### src/rtl/sw_key_decoder_pkg.sv
// Shared types and helpers for the switch key decoder: default widths,
// FSM state encoding and one-hot helpers used by the decoder FSM.
package sw_key_pkg;

  localparam int SW_W_DEF  = 16;
  localparam int KEY_W_DEF = 4;

  typedef enum logic {
    IDLE         = 1'b0,
    WAIT_RELEASE = 1'b1
  } key_state_e;

  // OR-reduction encoder: correct only when the caller guarantees a single set bit.
  function automatic logic [KEY_W_DEF-1:0] onehot_to_index(input logic [SW_W_DEF-1:0] onehot);
    logic [KEY_W_DEF-1:0] idx;
    idx = '0;
    for (int i = 0; i < SW_W_DEF; i++) begin
      if (onehot[i]) begin
        idx = idx | KEY_W_DEF'(i);
      end
    end
    return idx;
  endfunction

  function automatic logic is_onehot(input logic [SW_W_DEF-1:0] vec);
    int unsigned ones;
    ones = 0;
    for (int i = 0; i < SW_W_DEF; i++) begin
      ones = ones + 32'(vec[i]);
    end
    return (ones == 1);
  endfunction

endpackage

### src/rtl/sw_key_decoder_if.sv
// Switch-in / key-event-out bundle between the board switches and the game core.
interface sw_key_if
  import sw_key_pkg::*;
#(
  parameter int SW_W  = SW_W_DEF,
  parameter int KEY_W = KEY_W_DEF
);

  logic [SW_W-1:0]  sw;
  logic             key_valid;
  logic [KEY_W-1:0] key_code;
  logic             key_err;
  logic             key_held;
  logic [SW_W-1:0]  sw_clean;

  modport master (
    output sw,
    input  key_valid,
    input  key_code,
    input  key_err,
    input  key_held,
    input  sw_clean
  );

  modport slave (
    input  sw,
    output key_valid,
    output key_code,
    output key_err,
    output key_held,
    output sw_clean
  );

endinterface

### src/rtl/sw_key_decoder_debounce.sv
// Two-flop synchroniser plus a whole-vector stability counter: sw_clean only
// takes a new value after sw_s has held it for DEBOUNCE_CYCLES+1 samples.
module sw_debounce #(
  parameter int SW_W            = 16,
  parameter int DEBOUNCE_CYCLES = 50
) (
  input  logic            clk,
  input  logic            rst,
  input  logic [SW_W-1:0] sw,
  output logic [SW_W-1:0] sw_clean
);

  localparam int CNT_W = (DEBOUNCE_CYCLES > 1) ? $clog2(DEBOUNCE_CYCLES) : 1;
  localparam logic [CNT_W-1:0] CNT_MAX = CNT_W'(DEBOUNCE_CYCLES - 1);

  logic [SW_W-1:0]  sync1_q, sync1_d;
  logic [SW_W-1:0]  sync2_q, sync2_d;
  logic [SW_W-1:0]  prev_q, prev_d;
  logic [SW_W-1:0]  clean_q, clean_d;
  logic [CNT_W-1:0] cnt_q, cnt_d;

  // Any movement on sw_s, or nothing new to accept, restarts the stability count.
  always_comb begin
    sync1_d = sw;
    sync2_d = sync1_q;
    prev_d  = sync2_q;
    clean_d = clean_q;
    cnt_d   = cnt_q;
    if ((sync2_q != prev_q) || (sync2_q == clean_q)) begin
      cnt_d = '0;
    end else if (cnt_q == CNT_MAX) begin
      clean_d = sync2_q;
      cnt_d   = '0;
    end else begin
      cnt_d = cnt_q + 1'b1;
    end
  end

  always_ff @(posedge clk) begin
    if (rst) begin
      sync1_q <= '0;
      sync2_q <= '0;
      prev_q  <= '0;
      clean_q <= '0;
      cnt_q   <= '0;
    end else begin
      sync1_q <= sync1_d;
      sync2_q <= sync2_d;
      prev_q  <= prev_d;
      clean_q <= clean_d;
      cnt_q   <= cnt_d;
    end
  end

  assign sw_clean = clean_q;

endmodule

### src/rtl/sw_key_decoder.sv
// Turns a debounced one-hot switch press into a single-cycle key event with
// its index; multi-switch presses raise key_err, and every key needs a full release.
module sw_key_decoder
  import sw_key_pkg::*;
#(
  parameter int SW_W            = SW_W_DEF,
  parameter int KEY_W           = KEY_W_DEF,
  parameter int DEBOUNCE_CYCLES = 50
) (
  input  logic    clk,
  input  logic    rst,
  sw_key_if.slave bus
);

  logic [SW_W-1:0]  sw_clean;
  key_state_e       state_q, state_d;
  logic             key_valid_q, key_valid_d;
  logic             key_err_q, key_err_d;
  logic [KEY_W-1:0] key_code_q, key_code_d;

  sw_debounce #(
    .SW_W            (SW_W),
    .DEBOUNCE_CYCLES (DEBOUNCE_CYCLES)
  ) u_debounce (
    .clk      (clk),
    .rst      (rst),
    .sw       (bus.sw),
    .sw_clean (sw_clean)
  );

  // Events fire only from IDLE, so a held or reshuffled press never repeats.
  always_comb begin
    state_d     = state_q;
    key_valid_d = 1'b0;
    key_err_d   = 1'b0;
    key_code_d  = key_code_q;
    case (state_q)
      IDLE: begin
        if (is_onehot(sw_clean)) begin
          key_valid_d = 1'b1;
          key_code_d  = onehot_to_index(sw_clean);
          state_d     = WAIT_RELEASE;
        end else if (sw_clean != '0) begin
          key_err_d = 1'b1;
          state_d   = WAIT_RELEASE;
        end
      end
      WAIT_RELEASE: begin
        if (sw_clean == '0) begin
          state_d = IDLE;
        end
      end
    endcase
  end

  always_ff @(posedge clk) begin
    if (rst) begin
      state_q     <= IDLE;
      key_valid_q <= 1'b0;
      key_err_q   <= 1'b0;
      key_code_q  <= '0;
    end else begin
      state_q     <= state_d;
      key_valid_q <= key_valid_d;
      key_err_q   <= key_err_d;
      key_code_q  <= key_code_d;
    end
  end

  assign bus.key_valid = key_valid_q;
  assign bus.key_err   = key_err_q;
  assign bus.key_code  = key_code_q;
  assign bus.key_held  = |sw_clean;
  assign bus.sw_clean  = sw_clean;

endmodule

### src/flat_wrapper.sv
// flat-port wrapper written by rule: the top's interface ports become plain ports
module sw_key_decoder_flat import sw_key_pkg::*;
#(
  parameter int SW_W            = SW_W_DEF,
  parameter int KEY_W           = KEY_W_DEF,
  parameter int DEBOUNCE_CYCLES = 50
)
  (clk, rst, bus_sw, bus_key_valid, bus_key_code, bus_key_err, bus_key_held, bus_sw_clean);
  sw_key_if #(.SW_W(SW_W), .KEY_W(KEY_W)) bus_i ();
  input  logic clk;
  input  logic rst;
  input wire logic [$bits(bus_i.sw)-1:0] bus_sw;
  output wire logic [$bits(bus_i.key_valid)-1:0] bus_key_valid;
  output wire logic [$bits(bus_i.key_code)-1:0] bus_key_code;
  output wire logic [$bits(bus_i.key_err)-1:0] bus_key_err;
  output wire logic [$bits(bus_i.key_held)-1:0] bus_key_held;
  output wire logic [$bits(bus_i.sw_clean)-1:0] bus_sw_clean;
  assign bus_i.sw = bus_sw;
  assign bus_key_valid = bus_i.key_valid;
  assign bus_key_code = bus_i.key_code;
  assign bus_key_err = bus_i.key_err;
  assign bus_key_held = bus_i.key_held;
  assign bus_sw_clean = bus_i.sw_clean;
  sw_key_decoder #(.SW_W(SW_W), .KEY_W(KEY_W), .DEBOUNCE_CYCLES(DEBOUNCE_CYCLES)) u_core (.clk(clk), .rst(rst), .bus(bus_i));
endmodule
### config.mk
export PLATFORM = sky130hd
export DESIGN_NAME = sw_key_decoder_flat
export DESIGN_NICKNAME = d
export VERILOG_FILES = /design/src/rtl/sw_key_decoder_pkg.sv /design/src/rtl/sw_key_decoder_if.sv /design/src/rtl/sw_key_decoder_debounce.sv /design/src/rtl/sw_key_decoder.sv /design/src/flat_wrapper.sv
export SDC_FILE = /design/constraint.sdc
export NUM_CORES = 1
export LEC_CHECK = 0
export ABC_AREA = 0
export BUFFER_PORTS_ARGS = -buffer_cell sky130_fd_sc_hd__clkbuf_2
export CORE_ASPECT_RATIO = 1.2
export CORE_MARGIN = 1
export CORE_UTILIZATION = 57
export DETAILED_ROUTE_END_ITERATION = 8
export HOLD_SLACK_MARGIN = 0.03
export PLACE_DENSITY = 0.76
export SLEW_MARGIN = 20
export SYNTH_ARGS = -nofsm -noshare
export SYNTH_HDL_FRONTEND = slang
export SYNTH_SLANG_ARGS = --single-unit
### constraint.sdc
create_clock -name clk -period 6.6 [get_ports clk]
set_input_delay 1.32 -clock clk [delete_from_list [all_inputs] [get_ports clk]]
set_output_delay 1.32 -clock clk [all_outputs]
set_load 0.02 [all_outputs]
Word-level counts from Yosys, hierarchy flattened
Index checks and enable logic that the tools add are counted.

word-level totals
  logic and storage cells = 60
  ROM bits = 0
  register bits = 77
  bits in latches = 0
  memories kept = 0
  memory bits (writable) = 0

cells by class
  $mul = 0
  reductions and logical operators = 9
  shifts and indexed selects = 0
  bitwise gates (word level) = 2
  divide/modulo/power cells = 0
  add/sub/neg operators = 16
  mux-type cells = 20
  order comparisons = 0
  equal/unequal tests = 4

operator list
  operator                                        number
  adder 32 x 1 -> 32 bit                          14
  == test 32 x 1 -> 1 bit, second input constant  1
  2-to-1 mux 4 bit                                8
  == test 16 bit                                  1
  zero test 16 bit                                1
  != test 16 bit                                  1
  nonzero test 16 bit                             1
  OR reduction 16 bit                             1
  2-to-1 mux 3 bit                                4
  adder 6 x 1 -> 6 bit, second input constant     1
  == test 6 bit, second input constant            1
  OR reduction 3 bit                              2
  2-to-1 mux 1 bit                                5
  2-to-1 mux 2 bit                                2
  AND reduction 2 bit                             2
  adder 1 x 1 -> 2 bit                            1
  inverter 1 bit                                  2
  case mux 1 bit (2 select lines)                 1
  OR reduction 2 bit                              1
  logical OR 1 bit                                1

Depth between registers and ports, before layout
Gate-level depths: netlist (run 1).

  depth after elaboration = 18
  mapped depth = 18
  mapped depth without buffers = 17

By module
A second synthesis (run 1) with hierarchy kept.

unflattened totals
  cell total of the unflattened synthesis = 301
  area total of the unflattened synthesis = 3,343.2 um^2

by module, submodules not included
  module          times used  area each (um^2)  sequential area each (um^2)  cells each
  sw_debounce     1           2,597.5           1,401.3                      222
  sw_key_decoder  1           745.7             140.1                        79

Worst setup path after synthesis (run 1)
Ideal clock, no wire load.

  path type = reg-to-reg
  start point = reg u_core.u_debounce.clean_q[1] (netlist: u_core.u_debounce.sw_clean[1])
  end point = reg u_core.key_code_q[2] (netlist: u_core.bus.key_code[2])
  period minus slack after synthesis = 4,744 ps
  setup slack = 1,856 ps
  path buffers = 1
  library setup time = 91 ps
  data arrival time = 4,653 ps
  required time = 6,509 ps
  cell stages (with the launch flop) = 18
  cell sequence = dfxtp_1 > inv_1 > ha_1 > inv_1 > fa_1 > inv_1 > fa_1 > fa_1 > inv_1 > fa_1 > fa_1 > inv_1 > fa_1 > nor4_1 > o211a_1 > clkbuf_1 > nor2_1 > a311oi_1

between the ends
  word-level cells in the longest chain between the ends = 17

RTL lines
  what                                  RTL line                       source
  from (decl)                           sw_key_decoder_debounce.sv:19  logic [SW_W-1:0] clean_q, clean_d;
  from (signal assigned)                sw_key_decoder_debounce.sv:50  clean_q <= clean_d;
  adder 1 x 1 -> 2 bit                  sw_key_decoder_pkg.sv:29       ones = ones + 32'(vec[i]);
  adder 32 x 1 -> 32 bit (14 in a row)  sw_key_decoder_pkg.sv:29
  == test 32 x 1 -> 1 bit               sw_key_decoder_pkg.sv:31       return (ones == 1);
  AND reduction 2 bit (no source line)  --
  to (signal assigned)                  sw_key_decoder.sv:66           key_code_q <= key_code_d;
  to (decl)                             sw_key_decoder.sv:19           logic [KEY_W-1:0] key_code_q, key_code_d;

No other way between the ends.
A chain may end at the register's enable or synchronous reset.

Final worst setup path (run 1)
  start point = reg u_core.u_debounce.clean_q[1] (netlist: u_core.u_debounce.sw_clean[1])
  end point = reg u_core.key_code_q[0] (netlist: u_core.bus.key_code[0])

between the ends
  word-level cells in the longest chain between the ends = 17
  elaborated cells on any way between the ends = 32
  those cells by class = add/sub (15); eq/ne (1); mux (15); reduce/logical (1)

RTL lines
  what                                  RTL line
  adder 1 x 1 -> 2 bit                  sw_key_decoder_pkg.sv:29
  adder 32 x 1 -> 32 bit (14 in a row)  sw_key_decoder_pkg.sv:29
  == test 32 x 1 -> 1 bit               sw_key_decoder_pkg.sv:31
  AND reduction 2 bit (no source line)  --

Parallel ways exist; a longest one is shown, timed or not.

==> impl_metrics.toml, run 1 <==
[status]
outcome = "finished, violations left"
failed_checks = "DRC"

[grt]
grt_remaining_overflow = 0
track_usage_pct = 21.4
antenna_found_initial = 0
grt_max_degree = 73
grt_pass1_vias = 2019
grt_pass1_wl_microns = 9450

[yosys]
ys_types = 25
synthTopCellsByCount = "dfxtp_1 (77), nor2b_1 (54), inv_1 (28)"
syn_nets = 339
yosysTopAreaCellShare_pct = 47.7
synthCells = 302
synth_area_leaders = "dfxtp_1 (48%), nor2b_1 (10%), fa_1 (6.2%)"
synth-main-ff-cell = "dfxtp_1"
synth.cell_area_sq_mm = 0.00323
synth-seq-cells = 77
synth_seq_area_share_pct = 47.7
yosysMostFrequentCell = "dfxtp_1"
synth-edff-count = 0
ys_warn_count = 0
synth-async-reset-ratio_pct = 0
yosysTopAreaCell = "dfxtp_1"
avgSynthCellArea_sq_um = 10.7

[power]
clockPowerShare_pct = 42.6
p_int_mw = 0.717
p_seq_share_pct = 53.3
powerDensity_mw_per_mm2 = 246
ir_drop_v = 0.000157
finalPower_mw = 0.907
p_comb_share_pct = 4.2
p_sw_share_pct = 20.9
switching_power_mw = 0.190
p_leak_nw = 1.68

[route]
viasPerCell = 5.08
drc_errors = 8
drtIter0Drc = 88
detail-route-antenna-nets = 0
vias = 2082
drt_first_pass_iters = 6
wirelength_microns = 5720
wl_per_cell_microns = 13.9

[layout]
syn_to_final_growth_pct = 14.3
register_area_sq_mm = 0.00154
final_nets = 381
antenna_cells = 0
finalNonFillerCells = 410
stdcell_area_sq_mm = 0.00369
n_fill_cell = 427
layout-drive-gt1-share_pct = 21.3
fin_util_pct = 68.8
multiInputGateArea_sq_mm = 0.00154

[critical_path]
path_common_cell = "fa_1"
cp_cell_sequence = "inv_1 -> ha_1 -> inv_1 -> fa_1 -> inv_1 -> fa_1 -> fa_1 -> inv_1 -> fa_1 -> fa_1 -> inv_1 -> fa_1 -> nor4_1 -> o211a_1 -> nor2_1 -> a311oi_1"
arrival_ns = 5.07
slowest_delay_ns = 0.51
crit_path_end_kind = "register"
startpoint_type = "register"
slowest_stage = "fa_1"
path_class = "reg2reg"
path_max_fanout = 9
cp.required_ns = 6.85

[clocking]
post_cts_buffers = 0
clk_pin_slew_ns = 0.08
cts_resized = 0
htree_levels = 3
ctsRootBufferMaster = "clkbuf_8"
insertion_delay_ns = 0.35
clockBufferDepth = 2
numCtsBuffers = 9
holdBufCountCts = 0
clock-sinks = 77
tritoncts = "done"

[placement]
routabilityCongestion = 0.784
place_inst = 395
dpl_cell_area_sq_mm = 0.00347
port_buffers = 40
pre_cts_ws_ns = 1.80
dp_hpwl_microns = 4110

[floorplan]
die_w_microns = 70.7
die_y_microns = 84.5
ios = 41
initial_core_util_pct = 60.1
rows = 29
die-area_sq_mm = 0.00597
coreArea_sq_mm = 0.00537

[flow_run]
cap_violations = 0

[sta]
hold_viol_final = 0
slew_viol_final = 0
setup_violations = 0
rsz0062_at_grt = "no"
tns_ns = 0
fin_hold_ws_ns = 0.435
maxSlewHeadroom_pct = 53.7
finClkSkew_ns = 0.00979
worst_pin_slew_ns = 0.695
maxClockFrequency_ghz = 0.207
min_period_ns = 4.82
layout_setup_ws_ns = 1.78
post-route-period-util_pct = 73.1

[worst_hold_path]
hold_path.class = "reg2reg"
## kinds of logic (layout without fill, tap and decap cells)
family | Yosys count | count (layout) | share of synthesized area, %
simple gates | 108 | 108 | 19.5
flops | 77 | 77 | 47.7
xor+xnor | 36 | 36 | 9.76
mux | 16 | 16 | 6.74
fa+ha+maj | 19 | 19 | 9.69
buf+inv | 38 | 84 | 4.65
compound gates | 8 | 8 | 1.94
## worst paths after layout
check	start	to	slack (ns)	cells past startpoint
worst max-delay path	u_core.u_debounce.sw_clean[1]$_SDFFE_PP0P_	u_core.bus.key_code[0]$_SDFFE_PP0P_	1.78	16
worst max register to register	u_core.u_debounce.sw_clean[1]$_SDFFE_PP0P_	u_core.bus.key_code[0]$_SDFFE_PP0P_	1.78	16
worst min register to register	u_core.u_debounce.sync1_q[6]$_SDFF_PP0_	u_core.u_debounce.prev_d[6]$_SDFF_PP0_	0.43	1
worst min-delay path	u_core.u_debounce.sync1_q[6]$_SDFF_PP0_	u_core.u_debounce.prev_d[6]$_SDFF_PP0_	0.43	1
## power groups by stage
stage	logic, mW	registers (mW)	clock network, mW
finish	0.0377	0.483	0.386
global route	0.0420	0.484	0.415
CTS	0.0384	0.483	0.395
detailed placement	0.0381	0.494	0
global placement	0.0377	0.493	0
floorplan	0.0286	0.492	0
## worst max-delay path, delay by kind of cell (launching register included)
family	cells	cell delay (ns)
and+or+nand+nor	2	0.37
DFF	1	0.42
adders and majority gates	7	2.98
buffers and inverters	5	0.32
AOI/OAI and AO/OA	2	0.62
## layer usage
| metal | global-route usage [%] | share of wire (%) | up-vias |
|---|---|---|---|
| li1 | - | - | 1044 |
| met1 | 24.9 | 43 | 974 |
| met4 | 12.0 | 1.9 | 0 |
| met5 | 0 | 0 | - |
| met3 | 4.92 | 4.0 | 9 |
| met2 | 36.1 | 51 | 55 |
## flip-flops by register name, summed over array words and instances (netlist names)
| name | flops |
|---|---|
| u_core.bus.key_err | 1 |
| u_core.u_debounce.sw_clean | 16 |
| u_core.bus.key_valid | 1 |
| u_core.u_debounce.sync1_q | 16 |
| u_core.state_q | 1 |
| u_core.u_debounce.cnt_q | 6 |
| u_core.u_debounce.prev_d | 16 |
| u_core.bus.key_code | 4 |
| u_core.u_debounce.prev_q | 16 |
## layout make-up
class | instances | share of cell area (%)
Inverter | 28 | 2.85
Multi-Input combinational cell | 187 | 41.6
Sequential cell | 77 | 41.7
Timing Repair Buffer | 41 | 5.63
Tap cell | 62 | 2.10
Clock inverter | 5 | 2.30
Clock buffer | 10 | 3.73
## cells in the final DEF, fill, tap and decap left out, drive strengths merged, types with 2 or more instances in the layout
master,n
a311oi,4
bufinv,2
clkbuf,50
clkinv,2
dfxtp,77
fa,10
ha,9
inv,28
mux2,16
nand2,3
nand3,5
nand4,5
nor2,26
nor2b,54
nor4,13
xnor2,18
xor2,18
No activity file was read; power rests on OpenSTA's default activity.
==> run 2, diff against run 1 <==
--- a/config.mk
+++ b/config.mk
@@ -5,11 +5,11 @@
 export SDC_FILE = /design/constraint.sdc
 export NUM_CORES = 1
 export LEC_CHECK = 0
-export ABC_AREA = 0
+export ABC_AREA = 1
 export BUFFER_PORTS_ARGS = -buffer_cell sky130_fd_sc_hd__clkbuf_2
 export CORE_ASPECT_RATIO = 1.2
 export CORE_MARGIN = 1
-export CORE_UTILIZATION = 57
+export CORE_UTILIZATION = 58
 export DETAILED_ROUTE_END_ITERATION = 8
 export HOLD_SLACK_MARGIN = 0.03
 export PLACE_DENSITY = 0.76
==> constraint.sdc (replaced) <==
create_clock -name clk -period 4.65 [get_ports clk]
set_input_delay 0.93 -clock clk [delete_from_list [all_inputs] [get_ports clk]]
set_output_delay 0.93 -clock clk [all_outputs]
set_load 0.02 [all_outputs]
==> run 2 against run 1 <==
  * The run now ends clean
  * Synthesized cell count rose by 58%
  * Worst setup slack got worse by 1.5 ns
  * Sequential share of layout area shrank 3.7 points
  * Via count rose by 40%
  * Critical path type unchanged
==> impl_metrics.toml, run 2 <==
[sta]
slew_viol_final = 0
finClkSkew_ns = 0.0145
tns_ns = 0
maxSlewHeadroom_pct = 45.4
fin_hold_ws_ns = 0.401
min_period_ns = 4.39
post-route-period-util_pct = 94.4
setup_violations = 0
hold_viol_final = 0
worst_pin_slew_ns = 0.817
maxClockFrequency_ghz = 0.228
layout_setup_ws_ns = 0.262
rsz0062_at_grt = "no"

[power]
p_leak_nw = 2.07
ir_drop_v = 0.000236
powerDensity_mw_per_mm2 = 327
finalPower_mw = 1.32

[route]
wl_per_cell_microns = 12.1
detail-route-antenna-nets = 0
wirelength_microns = 7310
vias = 2919
drtIter0Drc = 171
drc_errors = 0
drt_first_pass_iters = 6
viasPerCell = 4.84

[yosys]
syn_nets = 513
avgSynthCellArea_sq_um = 7.46
yosysTopAreaCellShare_pct = 43.4
synth-edff-count = 0
synth-seq-cells = 77
yosysMostFrequentCell = "inv_1"
synth-main-ff-cell = "dfxtp_1"
ys_warn_count = 0
synth.cell_area_sq_mm = 0.00355
ys_types = 26
synthTopCellsByCount = "inv_1 (98), nor2_1 (96), nand2_1 (95)"
synth_area_leaders = "dfxtp_1 (43%), inv_1 (10%), nor2_1 (10%)"
synth-async-reset-ratio_pct = 0
synth_seq_area_share_pct = 43.4
yosysTopAreaCell = "dfxtp_1"
synthCells = 476

[clocking]
clk_pin_slew_ns = 0.08
clock-sinks = 77
holdBufCountCts = 0
ctsRootBufferMaster = "clkbuf_8"
tritoncts = "done"
htree_levels = 3
insertion_delay_ns = 0.35
clockBufferDepth = 2
numCtsBuffers = 9

[placement]
pre_cts_ws_ns = 0.0224
port_buffers = 40
dp_hpwl_microns = 5240
routabilityCongestion = 0.844

[layout]
multiInputGateArea_sq_mm = 0.00158
final_nets = 556
syn_to_final_growth_pct = 14.1
antenna_cells = 0
n_fill_cell = 504
register_area_sq_mm = 0.00154
final_common_cell = "inv_1"
layout-drive-gt1-share_pct = 16.4
fin_util_pct = 70.1
mostFrequentLayoutCells = "inv_1 (97), nor2_1 (95), nand2_1 (95), dfxtp_1 (76), clkbuf_2 (40)"

[floorplan]
rows = 30
die_w_microns = 73.4
coreArea_sq_mm = 0.00578
ios = 41
initial_core_util_pct = 61.5
die_y_microns = 87.7
die-area_sq_mm = 0.00644

[grt]
grt_max_degree = 53
grt_remaining_overflow = 0
grt_pass1_wl_microns = 11900
track_usage_pct = 24.5
grt_pass1_vias = 2725
antenna_found_initial = 0

[critical_path]
path_max_fanout = 4
startpoint_type = "register"
path_class = "reg2reg"
crit_path_end_kind = "register"
arrival_ns = 4.67
cp.required_ns = 4.93

[flow_run]
cap_violations = 0

[worst_hold_path]
hold_path.class = "reg2reg"

[status]
outcome = "complete, no violations"
[run 2: cell type report]
class,instances,share of cell area [%]
multi-input combinational,286,39.0
inverter,101,9.35
clock inverter,5,2.04
tap,80,2.47
sequential,77,38.1
timing repair buffer,44,5.68
clock buffer,10,3.40
[run 2: timing repair]
item / CTS / global route
endpoints found under the setup margin: 0 / 6
buffers inserted: 0 / 1
resized for setup: 0 / 5
[run 2: final timing paths]
| path | from | to | slack, ns | depth (start not counted) |
|---|---|---|---|---|
| worst min-delay path | u_core.u_debounce.sync1_q[4]$_SDFF_PP0_ | u_core.u_debounce.prev_d[4]$_SDFF_PP0_ | 0.40 | 2 |
| worst max register to register | u_core.u_debounce.sw_clean[0]$_SDFFE_PP0P_ | u_core.bus.key_code[2]$_SDFFE_PP0P_ | 0.26 | 18 |
| worst max-delay path | u_core.u_debounce.sw_clean[0]$_SDFFE_PP0P_ | u_core.bus.key_code[2]$_SDFFE_PP0P_ | 0.26 | 18 |
| worst min register to register | u_core.u_debounce.sync1_q[4]$_SDFF_PP0_ | u_core.u_debounce.prev_d[4]$_SDFF_PP0_ | 0.40 | 2 |
[run 2: layer usage]
| metal | routed length (microns) | GRT usage [%] |
|---|---|---|
| met1 | 3140 | 29.0 |
| met5 | 0 | 0 |
| met4 | 180 | 12.4 |
| met3 | 392 | 5.64 |
| met2 | 3590 | 41.5 |
[run 2: cells by family after synthesis]
kind of cell	share of synthesized area [%]
AND/OR/NAND/NOR	30.3
XOR/XNOR	4.19
flip-flops	43.4
AO/OA/AOI/OAI	0.951
adder cells (fa/ha/maj)	8.81
buffers and inverters	12.4
[run 2: per-stage QoR]
| step | cell area, sq um | std cells |
|---|---|---|
| after CTS | 4030 | 602 |
| final | 4050 | 603 |
| after global routing | 4050 | 603 |
| after detailed placement | 3810 | 587 |
| after floorplan | 3550 | 476 |
| after global placement | 3810 | 587 |
[run 2: critical path, cell delays in order, from the launching register on]
cell and delay [ns]:
dfxtp_2 0.35, inv_1 0.08, ha_1 0.28, inv_1 0.04, fa_1 0.47, inv_1 0.05, fa_1 0.46, fa_1 0.51
inv_1 0.04, fa_1 0.45, fa_2 0.35, inv_2 0.08, fa_1 0.43, nor4_2 0.15, nand2_1 0.11, nor2_2 0.13
buf_4 0.13, o21ai_0 0.08, nor2_1 0.12
[run 2: power by group]
group          total [mW]  leakage [nW]  switching [mW]  internal (mW)
logic              0.0805          1.33          0.0515         0.0290
registers           0.685         0.629         0.00943          0.676
clock network       0.558         0.113           0.242          0.316
